## src/rtl/sipo_rx_if.sv

```systemverilog
// rtl/sipo_rx_if.sv - serial line in, parallel word and status out for sipo_rx
interface sipo_rx_if #(parameter int WIDTH = 4);
  logic             serial_input;
  logic [WIDTH-1:0] parallel_output;
  logic             valid;
  logic             parity_error;
  logic             frame_error;
  logic             busy;

  modport master (
    output serial_input,
    input  parallel_output, valid, parity_error, frame_error, busy
  );

  modport slave (
    input  serial_input,
    output parallel_output, valid, parity_error, frame_error, busy
  );
endinterface

```

## src/rtl/sipo_rx.sv

```systemverilog
// rtl/sipo_rx.sv - framed serial receiver: start, WIDTH data bits LSB-first, even parity, stop=0
module sipo_rx #(
  parameter int WIDTH = 4
) (
  input  logic     clk,
  input  logic     rst,
  sipo_rx_if.slave bus
);
  localparam int CW = $clog2(WIDTH) + 1;

  typedef enum logic [1:0] {IDLE, DATA, PARITY, STOP} state_t;

  state_t           state;
  logic [CW-1:0]    count;
  logic [WIDTH-1:0] shreg;
  logic             par_bit;
  logic [WIDTH-1:0] pout;
  logic             valid_r;
  logic             perr_r;
  logic             ferr_r;

  always_ff @(posedge clk or negedge rst) begin
    if (!rst) begin
      state   <= IDLE;
      count   <= '0;
      shreg   <= '0;
      par_bit <= 1'b0;
      pout    <= '0;
      valid_r <= 1'b0;
      perr_r  <= 1'b0;
      ferr_r  <= 1'b0;
    end else begin
      valid_r <= 1'b0;
      case (state)
        IDLE: begin
          if (bus.serial_input) begin
            state <= DATA;
            count <= '0;
          end
        end
        DATA: begin
          for (int i = 0; i < WIDTH; i++) begin
            if (count == CW'(i)) shreg[i] <= bus.serial_input;
          end
          count <= count + CW'(1);
          if (count == CW'(WIDTH - 1)) state <= PARITY;
        end
        PARITY: begin
          par_bit <= bus.serial_input;
          state   <= STOP;
        end
        STOP: begin
          // Errored frames are still delivered; flags tell downstream what went wrong.
          pout    <= shreg;
          perr_r  <= (^shreg) ^ par_bit;
          ferr_r  <= bus.serial_input;
          valid_r <= 1'b1;
          state   <= IDLE;
        end
        default: state <= IDLE;
      endcase
    end
  end

  assign bus.parallel_output = pout;
  assign bus.valid           = valid_r;
  assign bus.parity_error    = perr_r;
  assign bus.frame_error     = ferr_r;
  assign bus.busy            = (state != IDLE);
endmodule

```

## src/flat_wrapper.sv

```systemverilog
// flat-port wrapper written by rule: the top's interface ports become plain ports
module sipo_rx_flat 
#(
  parameter int WIDTH = 4
)
  (clk, rst, bus_serial_input, bus_parallel_output, bus_valid, bus_parity_error, bus_frame_error, bus_busy);
  sipo_rx_if #(.WIDTH(WIDTH)) bus_i ();
  input  logic clk;
  input  logic rst;
  input wire logic [$bits(bus_i.serial_input)-1:0] bus_serial_input;
  output wire logic [$bits(bus_i.parallel_output)-1:0] bus_parallel_output;
  output wire logic [$bits(bus_i.valid)-1:0] bus_valid;
  output wire logic [$bits(bus_i.parity_error)-1:0] bus_parity_error;
  output wire logic [$bits(bus_i.frame_error)-1:0] bus_frame_error;
  output wire logic [$bits(bus_i.busy)-1:0] bus_busy;
  assign bus_i.serial_input = bus_serial_input;
  assign bus_parallel_output = bus_i.parallel_output;
  assign bus_valid = bus_i.valid;
  assign bus_parity_error = bus_i.parity_error;
  assign bus_frame_error = bus_i.frame_error;
  assign bus_busy = bus_i.busy;
  sipo_rx #(.WIDTH(WIDTH)) u_core (.clk(clk), .rst(rst), .bus(bus_i));
endmodule
```

## config.mk

```make
export PLATFORM = sky130hd
export DESIGN_NAME = sipo_rx_flat
export DESIGN_NICKNAME = d
export VERILOG_FILES = /design/src/rtl/sipo_rx_if.sv /design/src/rtl/sipo_rx.sv /design/src/flat_wrapper.sv
export SDC_FILE = /design/constraint.sdc
export NUM_CORES = 1
export LEC_CHECK = 0
export ABC_AREA = 1
export CAP_MARGIN = 25
export CORE_MARGIN = 2
export CORE_UTILIZATION = 52
export CTS_CLUSTER_SIZE = 28
export DETAILED_ROUTE_END_ITERATION = 8
export PLACE_DENSITY = 0.79
export REMOVE_ABC_BUFFERS = 1
export SYNTH_ARGS = -nofsm -noshare
export SYNTH_HDL_FRONTEND = slang
export SYNTH_SLANG_ARGS = --single-unit
```

## constraint.sdc

```tcl
create_clock -name clk -period 1.7 [get_ports clk]
set_input_delay 0.17 -clock clk [delete_from_list [all_inputs] [get_ports clk]]
set_output_delay 0.17 -clock clk [all_outputs]
set_load 0.02 [all_outputs]
```

==> results of run 1 <==
## layout by cell type (no fill, tap or decap), drive strengths merged, types with 4 or more instances in the layout
| master | count |
|---|---|
| nand2 | 26 |
| dfrtp | 17 |
| inv | 13 |
| o21ai | 13 |
| nand3 | 10 |
| ha | 9 |
| clkdlybuf4s50 | 9 |
| clkbuf | 4 |
## sequential cells by signal, summed over array words and instances (netlist names)
signal and count:
u_core.bus.frame_error 1, u_core.bus.parallel_output 4, u_core.bus.parity_error 1, u_core.bus.valid 1, u_core.count 3, u_core.par_bit 1, u_core.shreg 4, u_core.state 2
## final timing paths
kind	to	slack, ns	cells past startpoint
setup / recovery	bus_busy	0.1	4
hold / removal	u_core.bus.parallel_output[2]$_DFFE_PN0P_	0.18	2
setup reg to reg	u_core.state[0]$_DFFE_PN0P_	0.31	7
hold reg to reg	u_core.bus.parallel_output[1]$_DFFE_PN0P_	0.48	2
max in group asynchronous	u_core.bus.parallel_output[1]$_DFFE_PN0P_	1.33	2
min in group clk	u_core.bus.parallel_output[1]$_DFFE_PN0P_	0.48	2
## critical path: cells and delay by family, from the launching register on
kind / cells / cell delay [ns]
buf+inv: 3 / 0.46
flops: 1 / 0.41
fa+ha+maj: 1 / 0.26
## power breakdown
part           internal (W)  switching (W)  total, W
Sequential         0.000601       0.000133  0.000734
Combinational      0.000445       0.000606   0.00105
Clock             0.0000914       0.000125  0.000217
## synth_stat cells, types with 4 or more instances
cell type,n,share of area (%)
nand2_1,25,11
dfrtp_1,17,49
nand3_1,10,5.8
ha_1,9,13
inv_1,9,3.9
o21ai_0,8,4.6
inv_2,4,1.7
o21ai_1,4,2.3
## final cells by class
cell class / count / share of cell area [%]
clock buffer: 4 / 2.61
inverter: 13 / 4.85
tap: 16 / 1.99
sequential: 17 / 42.3
timing repair buffer: 11 / 10.6
multi-input combinational: 64 / 37.7
## per-layer routing
metal  up-vias  global-route usage (%)
li1        334                       -
met1       284                    23.2
met2        13                    27.2
met3         5                    5.20
met4         0                    10.0
met5         -                       0
## per-stage QoR
step	hold slack (ns)	instance area, um2
6_report	0.184	1010
5_1_grt	0.211	1010
4_1_cts	0.190	1010
3_5_place_dp	0.458	981
3_3_place_gp	0.454	981
2_1_floorplan	-0.126	853
## cells by family after synthesis
kind of cell	synth area share, %
compound gates	10.9
xor+xnor	2.03
fa+ha+maj	13.0
buf+inv	6.95
flops	49.2
simple gates	17.9
==> impl_metrics.toml, run 1 <==
[status]
outcome = "finished, final reports clean"

[sta]
tns_ns = 0
drv_slew = 0
period_needed_ns = 1.60
maxClockFrequency_mhz = 623
setup_slack_ns = 0.0951
grt_setup_unrepaired = "false"
finalHoldViolations = 0
max_slew_margin_pct = 77.3
worst_pin_slew_ns = 0.341
fin_skew_ns = 0.00351
setup_viol_count_final = 0
finalCritPeriodShare_pct = 94.4

[route]
dr.max_layer_used = "met4"
wl_met2_um = 621
drt_iter0_markers = 18
route.met3.wl_um = 69
wire_per_inst_um = 11.2
drc = 0
drtAntennaViolNets = 0
via_per_inst = 5.09
wirelength_mm = 1.41
firstDrtPassIters = 4
routedLengthMet1_um = 679
vias = 636

[worst_setup_path]
cp.required_ns = 1.53
crit_chain = "inv_1, ha_1, inv_1, dlygate4sd2_1"
cp-end-kind = "output pin"
cp.arrival_ns = 1.43
cpPeakStageDelay_ns = 0.41
cpMostUsedCell = "inv_1"
crit_slowest_cell = "dfrtp_1"
crit_path_start_kind = "register"
startpoint = "u_core.state[0]$_DFFE_PN0P_"
cp_max_fo = 4
rr_startpoint = "u_core.state[1]$_DFFE_PN0P_"
critical_path_class = "reg -> out"

[power]
irDropWorstVdd_mv = 0.975
leakagePower_nw = 0.508
power_w = 0.00200
p_per_area_mw_per_mm2 = 1990

[synth]
synth_cell_types = 17
syn_avg_cell_area_um2 = 9.10
synthCells = 95
synth_edf_count = 0
synth_area_um2 = 865
async_reset_ff_share_pct = 100
synth_seq_cells = 17
synth_ff_type = "dfrtp_1"
ys_seq_area_share_pct = 49.2
yosys_warnings = 0

[layout]
n_fill_cell = 112
finalNonFillerCells = 125
drive_above_1_share_pct = 9.17
seq_area_um2 = 425
utilization_pct = 66.0
nets = 122
multi_input_area_um2 = 379
antenna_cells = 0
area.growth.synth_to_final_pct = 16.4

[placed_design]
dpl.cell_count = 121
place_congestion = 0.862
post-place-ws_ns = 0.156
io_buffer_count = 10
dpl.hpwl_mm = 1.06

[die]
rows = 14
fp.dieW_um = 44.8
dieArea_mm2 = 0.00200
io_pins = 11
core_mm2 = 0.00152
die_h_um = 44.8
start_util_pct = 56.7

[clock_tree]
post-cts-setup-buffer-count = 0
ctsHoldBuffers = 0
clock_latency_ns = 0.29
clk_path_buf_depth = 2
cts_tree = "done"
cts_resized = 1
cts.sinks = 17
cts_made_buffers = 3
htreeDepth = 1
path_clk_slew_ns = 0.10
root_buffer = "clkbuf_4"

[min_path]
worstHoldPathType = "in -> async"

[global_routing]
grt_pass1_vias = 614
antenna_found_initial = 0
track_usage_pct = 18.0
overflow = 0
grt_max_degree = 18
grt_pass1_wl_mm = 2.60

[run]
cap_violations = 0
(Power assumes the default switching activity.)
==> run 2: changes to the inputs <==
--- a/config.mk
+++ b/config.mk
@@ -11,7 +11,8 @@
 export CORE_UTILIZATION = 52
 export CTS_CLUSTER_SIZE = 28
 export DETAILED_ROUTE_END_ITERATION = 8
-export PLACE_DENSITY = 0.79
+export MAX_ROUTING_LAYER = met4
+export PLACE_DENSITY_LB_ADDON = 0.1
 export REMOVE_ABC_BUFFERS = 1
 export SYNTH_ARGS = -nofsm -noshare
 export SYNTH_HDL_FRONTEND = slang
==> run 2 against run 1 <==
  * Via count is 3.0% higher
  * Power down 0.12%
  * Die area unchanged
  * Sequential cell count unchanged
  * Register-to-register slack is essentially flat
  * Global-route usage increased by 0.60 points
  * First-iteration DRC count shrank 44%
  * Sequential share of layout area did not move
  * Wire length is 4.8% higher
  * Sequential power is 1% higher
  * Clock skew up 0.0020 ns
  * Highest routed layer unchanged
==> impl_metrics.toml, run 2 (same netlist as run 1, synthesis figures left out) <==
[clock_tree]
cts.sinks = 17
cts_made_buffers = 3
ctsHoldBuffers = 0
cts_tree = "done"
root_buffer = "clkbuf_4"
htreeDepth = 1
clock_latency_ns = 0.28
clk_path_buf_depth = 2
path_clk_slew_ns = 0.10

[placed_design]
io_buffer_count = 10
place_congestion = 0.783
dpl.hpwl_mm = 1.13

[sta]
hold_ws_ns = 0.210
fin_skew_ns = 0.00546
period_needed_ns = 1.61
worst_pin_slew_ns = 0.346
finalCritPeriodShare_pct = 95.0
finalHoldViolations = 0
tns_ns = 0
drv_slew = 0
maxClockFrequency_mhz = 619
max_slew_margin_pct = 76.9
grt_setup_unrepaired = "false"
setup_viol_count_final = 0

[global_routing]
overflow = 0
grt_pass1_wl_mm = 2.64
antenna_found_initial = 0
grt_max_degree = 18
track_usage_pct = 18.6
grt_pass1_vias = 621

[layout]
seq_area_um2 = 425
n_fill_cell = 125
drive_above_1_share_pct = 9.17
final_cell_mix = "nand2_1 (25), dfrtp_1 (17), nand3_1 (10)"
utilization_pct = 66.0
antenna_cells = 0
final_common_cell = "nand2_1"
nets = 122
multi_input_area_um2 = 379
area.growth.synth_to_final_pct = 16.4

[power]
leakagePower_nw = 0.508
p_per_area_mw_per_mm2 = 1990
irDropWorstVdd_mv = 0.917

[route]
vias = 655
firstDrtPassIters = 4
drc = 0
wire_per_inst_um = 11.8
drt_iter0_markers = 10
drtAntennaViolNets = 0
wirelength_mm = 1.47
via_per_inst = 5.24

[die]
start_util_pct = 56.7
core_mm2 = 0.00152
die_h_um = 44.8
dieArea_mm2 = 0.00200
fp.dieW_um = 44.8
rows = 14
io_pins = 11

[worst_setup_path]
crit_family = "buffers and inverters"
reg2reg_setup_slack_ns = 0.30
critical_path_class = "reg -> out"
cp.arrival_ns = 1.44
crit_path_start_kind = "register"
crit_slowest_cell = "dfrtp_1"
rr_startpoint = "u_core.state[1]$_DFFE_PN0P_"
cpPeakStageDelay_ns = 0.42
worstRegToRegCells = 7
cp_max_fo = 4
r2r_end = "u_core.state[0]$_DFFE_PN0P_"
crit_chain = "inv_1, ha_1, inv_1, dlygate4sd2_1"
cp.required_ns = 1.53
cpMostUsedCell = "inv_1"
cp.buffers_inverters = 3
cp-end-kind = "output pin"

[min_path]
worstHoldPathType = "in -> async"

[run]
cap_violations = 0

[status]
outcome = "finished, final reports clean"
==> run 2: timing repair <==
action,4_1_cts,5_1_grt
buffers inserted,0,0
endpoints found under the setup margin,1,0
resized for setup,1,0
==> run 2: layout make-up <==
| cell class | instances | share of cell area, % |
|---|---|---|
| multi-input combinational | 64 | 37.7 |
| clock buffer | 4 | 2.61 |
| timing repair buffer | 11 | 10.6 |
| inverter | 13 | 4.85 |
| tap | 16 | 1.99 |
| sequential | 17 | 42.3 |
==> run 2: worst max path at each step <==
stage,start,endpoint,slack [ns],cells past startpoint
3_3_place_gp,u_core.state[0]$_DFFE_PN0P_,bus_busy,0.19,4
5_1_grt,u_core.state[0]$_DFFE_PN0P_,bus_busy,0.01,4
4_1_cts,u_core.state[0]$_DFFE_PN0P_,bus_busy,0.09,4
2_1_floorplan,u_core.count[0]$_DFFE_PN0P_,u_core.state[0]$_DFFE_PN0P_,0.46,6
3_5_place_dp,u_core.state[0]$_DFFE_PN0P_,bus_busy,0.15,4
6_report,u_core.state[0]$_DFFE_PN0P_,bus_busy,0.09,4
==> run 2: metrics by stage <==
step           total power (W)  cell area (um2)  setup slack, ns  instances
2_1_floorplan          0.00147              853            0.464         94
3_3_place_gp           0.00178              981            0.192        121
3_5_place_dp           0.00182              981            0.150        121
4_1_cts                0.00202             1010           0.0885        125
5_1_grt                0.00220             1010           0.0112        125
6_report               0.00200             1010           0.0857        125
==> run 2: layer usage <==
layer  vias to the layer above  share of wire (%)  routed length, um  track usage [%]
met5                         -                  0                  0                -
li1                        336                  -                  -                -
met3                         2                4.2                 62             2.40
met4                         0               0.88                 13             5.29
met1                       302                 46                680             22.6
met2                        15                 49                716             32.5
==> run 2: power by group <==
part	total (W)	internal, W	switching [W]	leakage, nW
Sequential	0.000742	0.000601	0.000140	0.209
Clock	0.000208	0.0000910	0.000117	0.0150
Combinational	0.00105	0.000443	0.000607	0.284
==> run 3: changes to the inputs <==
--- a/config.mk
+++ b/config.mk
@@ -11,6 +11,7 @@
 export CORE_UTILIZATION = 52
 export CTS_CLUSTER_SIZE = 28
 export DETAILED_ROUTE_END_ITERATION = 8
+export HOLD_SLACK_MARGIN = 0.08
 export MAX_ROUTING_LAYER = met4
 export PLACE_DENSITY_LB_ADDON = 0.1
 export REMOVE_ABC_BUFFERS = 1
==> results of run 3 <==
Final layout, timing and power as in run 2 (identical DEF).
==> variant 1: new RTL, settings of run 3 <==
`WIDTH` is set to 4 in 3 places; all go to 16.
--- a/src/rtl/sipo_rx_if.sv
+++ b/src/rtl/sipo_rx_if.sv
@@ -1,5 +1,5 @@
 // rtl/sipo_rx_if.sv - serial line in, parallel word and status out for sipo_rx
-interface sipo_rx_if #(parameter int WIDTH = 4);
+interface sipo_rx_if #(parameter int WIDTH = 16);
   logic             serial_input;
   logic [WIDTH-1:0] parallel_output;
   logic             valid;
--- a/src/rtl/sipo_rx.sv
+++ b/src/rtl/sipo_rx.sv
@@ -1,6 +1,6 @@
 // rtl/sipo_rx.sv - framed serial receiver: start, WIDTH data bits LSB-first, even parity, stop=0
 module sipo_rx #(
-  parameter int WIDTH = 4
+  parameter int WIDTH = 16
 ) (
   input  logic     clk,
   input  logic     rst,
--- a/src/flat_wrapper.sv
+++ b/src/flat_wrapper.sv
@@ -1,7 +1,7 @@
 // flat-port wrapper written by rule: the top's interface ports become plain ports
 module sipo_rx_flat 
 #(
-  parameter int WIDTH = 4
+  parameter int WIDTH = 16
 )
   (clk, rst, bus_serial_input, bus_parallel_output, bus_valid, bus_parity_error, bus_frame_error, bus_busy);
   sipo_rx_if #(.WIDTH(WIDTH)) bus_i ();
Interface: changed (resized bus_parallel_output); port bits go from 11 to 23. The function was not compared with the original's and may differ.
==> variant 1 against run 3 <==
Synthesized cell count rose to 3.0 times the old value; sequential cell count rose by 26; cell count rose to 3.0 times the old value; power rose to 2.5 times the old value; area after synthesis rose to 2.5 times the old value; combinational power rose to 2.6 times the old value; setup slack improved by 0.031 ns; via count rose to 2.8 times the old value; count of clock-buffer cells in the layout rose by 3; routed wire length rose to 2.9 times the old value; final area rose to 2.6 times the old value; maximum frequency rose by 2.0%; sequential power rose by 130%; largest cell class unchanged; largest power group unchanged.
==> variant 1: results <==
group,metric,value,unit
final_layout,antenna_cells,0,
detailed_routing,drt_first_pass_iters,5,
synth,syn-instance-count,289,
final_layout,finalNonFillerCells,371,
placed_design,place.port_buffers,22,
synth,yosys-top-cells-count,"116 x sky130_fd_sc_hd__nand2_1, 43 x sky130_fd_sc_hd__dfrtp_1, 34 x sky130_fd_sc_hd__o21ai_0",
clock_network,buffer_depth_of_the_longest_clock_path,2,
grt,global_route.usage.met1,25.3,%
worst_setup_path,cpMaxStageDelayCell,"sky130_fd_sc_hd__dfrtp_1",
synth,ys_top_cells_by_area,"sky130_fd_sc_hd__dfrtp_1 49%, sky130_fd_sc_hd__nand2_1 20%, sky130_fd_sc_hd__o21ai_0 7.7%",
grt,grt_use_met2,31.6,%
synth,yosysSeqAreaShare,48.9,%
placed_design,finalWeightedCongestion,0.906,
worst_setup_path,critPathMaxStageDelay,0.40,ns
grt,grt_antenna_before_repair,0,
grt,grt_first_pass_wirelength,7450,µm
power_and_ir_drop,power.share.switching,44.2,%
hold_path,holdCritPathClass,"primary input to async pin",
detailed_routing,finalWirelength,4290,µm
timing,timing.clock.skew,0.00535,ns
timing,relSlewSlack,64.2,%
worst_setup_path,critical_path_peak_fanout,3,
final_layout,layout.nets,332,
worst_setup_path,critPathArrivalTime,1.41,ns
outcome,status,"completed",
clock_network,cts.htree.levels,2,
grt,first_global_vias,1673,
synth,top_reg_cell_synth,"sky130_fd_sc_hd__dfrtp_1",
clock_network,clk_pin_slew,0.08,ns
worst_setup_path,regToRegStartpoint,"u_core.state[1]",
detailed_routing,detailedRoute.firstIterationViolations,212,
grt,grt_util_all_layers,20.1,%
clock_network,numCtsBuffers,5,
synth,synth_cell_types,19,
clock_network,ctsRootBufferMaster,"sky130_fd_sc_hd__clkbuf_8",
grt,grt_start_max_net_pins,27,
placed_design,numPlacedInstances,362,
clock_network,clock_insertion_delay_worst_skew,0.30,ns
grt,grt_util_met3,5.12,%
detailed_routing,dr_total_vias,1827,
synth,async_reset_ff_share,100,%
placed_design,detailedPlacementHpwl,3250,µm
final_layout,final_layout_size_suffix_gt1_share,6.54,%
power_and_ir_drop,leakage_power_total,0.00130,µW
worst_setup_path,worstRegToRegCells,8,
power_and_ir_drop,max-vdd-ir-drop,1.24,mV
synth,synth.yosys.warnings,0,
[variant 1: repair_timing]
| item | 4_1_cts | 5_1_grt |
|---|---|---|
| pin swaps | 0 | 0 |
| cloned | 0 | 0 |
| hold buffers | 1 | 0 |
| setup buffers | 0 | 0 |
| hold endpoints to repair | 21 | 0 |
| gates resized for setup | 1 | 2 |
| setup endpoints to repair | 1 | 2 |
[variant 1: kinds of logic (layout without fill, tap and decap cells)]
group                    count (synthesis)  after routing  synth area share [%]
buffers and inverters                   36             68                  6.14
adder cells (fa/ha/maj)                  9              9                  5.12
XOR/XNOR                                 1              1                 0.398
flip-flops                              43             43                  48.9
AND/OR/NAND/NOR                        154            154                  28.4
AO/OA/AOI/OAI                           46             46                  11.1
[variant 1: path summary, 6_finish.rpt]
| kind | to | slack (ns) |
|---|---|---|
| max | bus_busy | 0.12 |
| min | u_core.bus.parallel_output[4] | 0.38 |
| max reg2reg | u_core.shreg[11] | 0.17 |
| min reg2reg | u_core.bus.parallel_output[9] | 0.49 |
| max in group asynchronous | u_core.bus.parallel_output[15] | 0.82 |
| min in group clk | u_core.bus.parallel_output[9] | 0.49 |
[variant 1: final cells by class]
cell class | instances | area, µm²
timing repair buffer | 28 | 274
clock inverter | 1 | 5.00
tap | 50 | 62.6
sequential | 43 | 1080
inverter | 32 | 120
fill | 358 | 1420
multi-input combinational | 210 | 995
clock buffer | 7 | 76.3
[variant 1: critical path, delay by kind of cell (launching register included)]
| kind | cells | cell delay [ns] |
|---|---|---|
| buffers and inverters | 3 | 0.50 |
| adder cells (fa/ha/maj) | 1 | 0.21 |
| flip-flops | 1 | 0.40 |
[variant 1: per-stage QoR]
stage | hold WS (ns) | util [%] | cell area, µm² | setup slack (ns)
after global placement | 0.174 | 62.4 | 2510 | 0.176
after floorplan | -0.126 | - | 2190 | 0.158
after global routing | 0.462 | 64.8 | 2610 | 0.00303
after CTS | 0.390 | 64.6 | 2600 | 0.0739
final | 0.378 | 64.8 | 2610 | 0.117
after detailed placement | 0.176 | 62.4 | 2510 | 0.137
[variant 1: power by group through the flow]
stage | combinational, µW | clock [µW] | sequential [µW]
3_5_place_dp | 2690 | 0 | 1740
2_1_floorplan | 1480 | 0 | 1990
5_1_grt | 3020 | 684 | 1780
6_report | 2680 | 625 | 1720
4_1_cts | 2690 | 647 | 1720
3_3_place_gp | 2630 | 0 | 1720
[variant 1: metal layers]
layer | vias up | routed length, µm | part of all wire [%]
li1 | 970 | - | -
met1 | 824 | 2080 | 48
met2 | 25 | 1980 | 46
met3 | 8 | 148 | 3.5
met4 | 0 | 75 | 1.7
met5 | - | 0 | 0
==> variant 2: new RTL, settings of run 3 <==
Without the edit above. Re-encode `state_t` (4 states) as Gray code, 2 bits wide.
--- a/src/rtl/sipo_rx.sv
+++ b/src/rtl/sipo_rx.sv
@@ -8,7 +8,7 @@
 );
   localparam int CW = $clog2(WIDTH) + 1;
 
-  typedef enum logic [1:0] {IDLE, DATA, PARITY, STOP} state_t;
+  typedef enum logic [1:0] {IDLE = 2'b00, DATA = 2'b01, PARITY = 2'b11, STOP = 2'b10} state_t;
 
   state_t           state;
   logic [CW-1:0]    count;
Function: same outputs for any inputs over 10 cycles, from zero or initial values and one cycle with rst low; not proved beyond that.
==> variant 2 against run 3 <==
Non-clock buffer count did not move; routed wire length is 10% lower; final area is 5.8% lower; power is 9.7% lower; clock skew is 0.0043 ns lower; setup slack improved by 0.19 ns; maximum frequency up 14%; area after synthesis shrank 8.7%; register-to-register slack improved by 0.22 ns; sequential cell count unchanged; global-route usage down 0.92 points; combinational power fell by 19%; sequential share of layout area grew 2.8 points; cell count down 4.8%; highest routed layer unchanged.
==> variant 2: results <==
group,metric,value,unit
grt,grt_use_met2,26.1,%
power_and_ir_drop,power.switching,757,µW
timing,worst_pin_slew,0.297,ns
synth,synth.yosys.warnings,0,
worst_setup_path,critical_path_peak_fanout,2,
detailed_routing,dr_total_vias,590,
detailed_routing,drt-wirelength-per-cell,11.1,µm
worst_setup_path,critPathArrivalTime,1.25,ns
placed_design,post_dp_cell_area,917,µm²
grt,global_route.usage.met1,22.7,%
placed_design,detailedPlacementHpwl,1020,µm
synth,synth_compound_area_share,8.56,%
placed_design,finalWeightedCongestion,0.746,
synth,synthXorXnorAreaFrac,2.22,%
final_layout,layout.nets,112,
worst_setup_path,critPathMaxStageDelay,0.60,ns
grt,grt_first_pass_wirelength,2330,µm
grt,grt_util_all_layers,17.7,%
timing,timing.clock.skew,0.00116,ns
synth,yosys-top-cells-count,"29 x sky130_fd_sc_hd__nand2_1, 17 x sky130_fd_sc_hd__dfrtp_1, 10 x sky130_fd_sc_hd__inv_1",
grt,grt_util_met3,4.26,%
detailed_routing,final_antenna_net_count,0,
grt,first_global_vias,562,
synth,synth_cell_types,14,
synth,ys_top_cells_by_area,"sky130_fd_sc_hd__dfrtp_1 54%, sky130_fd_sc_hd__nand2_1 14%, sky130_fd_sc_hd__ha_1 7.9%",
power_and_ir_drop,leakage_power_total,0.000482,µW
worst_setup_path,cpMaxStageDelayCell,"sky130_fd_sc_hd__clkdlybuf4s50_1",
outcome,status,"completed",
variant 2: cell count changes after synthesis, moves of 2 or more:
cell,change
sky130_fd_sc_hd__o21ai_1,+2
sky130_fd_sc_hd__nor2_4,+2
sky130_fd_sc_hd__inv_2,-2
sky130_fd_sc_hd__nand2_1,+4
sky130_fd_sc_hd__ha_1,-4
sky130_fd_sc_hd__nand3_1,-2
sky130_fd_sc_hd__o21ai_0,-4
variant 2: stage by stage:
step / total power [µW] / utilization, % / std cells
2_1_floorplan: 1310 / - / 88
3_3_place_gp: 1580 / 62.3 / 115
3_5_place_dp: 1610 / 62.3 / 115
4_1_cts: 1830 / 64.1 / 119
5_1_grt: 1970 / 64.4 / 119
6_report: 1810 / 64.4 / 119
variant 2: final cells by class:
type	instances	area [µm²]
fill	119	524
clock buffer	4	26.3
tap	16	20.0
timing repair buffer	11	110
multi-input combinational	59	319
sequential	17	427
inverter	12	45.0
variant 2: final timing paths:
kind	start	end	slack [ns]	cells past startpoint
hold / removal	rst	u_core.par_bit	0.19	2
setup / recovery	u_core.bus.parity_error	bus_parity_error	0.28	1
max in group asynchronous	rst	u_core.state[0]	1.31	2
setup reg to reg	u_core.count[0]	u_core.count[2]	0.52	3
hold reg to reg	u_core.bus.parallel_output[0]	u_core.bus.parallel_output[0]	0.48	2
min in group clk	u_core.bus.parallel_output[0]	u_core.bus.parallel_output[0]	0.48	2
variant 2: power groups by stage:
stage | combinational [µW] | clock (µW) | sequential [µW]
6_report | 849 | 212 | 744
5_1_grt | 965 | 233 | 772
4_1_cts | 864 | 221 | 743
3_5_place_dp | 861 | 0 | 752
3_3_place_gp | 838 | 0 | 741
2_1_floorplan | 504 | 0 | 810
variant 2: metal layers:
| layer | vias to the layer above | wire length, µm |
|---|---|---|
| li1 | 312 | - |
| met1 | 264 | 635 |
| met2 | 10 | 620 |
| met3 | 4 | 48 |
| met4 | 0 | 21 |
| met5 | - | 0 |
variant 2: kinds of logic (layout without fill, tap and decap cells):
group           after synthesis  after routing
buf+inv                      12             27
compound gates               13             13
xor+xnor                      2              2
simple gates                 39             39
fa+ha+maj                     5              5
flops                        17             17
variant 2: what timing repair did:
| item | in CTS | in global routing |
|---|---|---|
| buffers inserted | 0 | 0 |
| endpoints found under the setup margin | 0 | 1 |
| gates resized for setup | 0 | 2 |
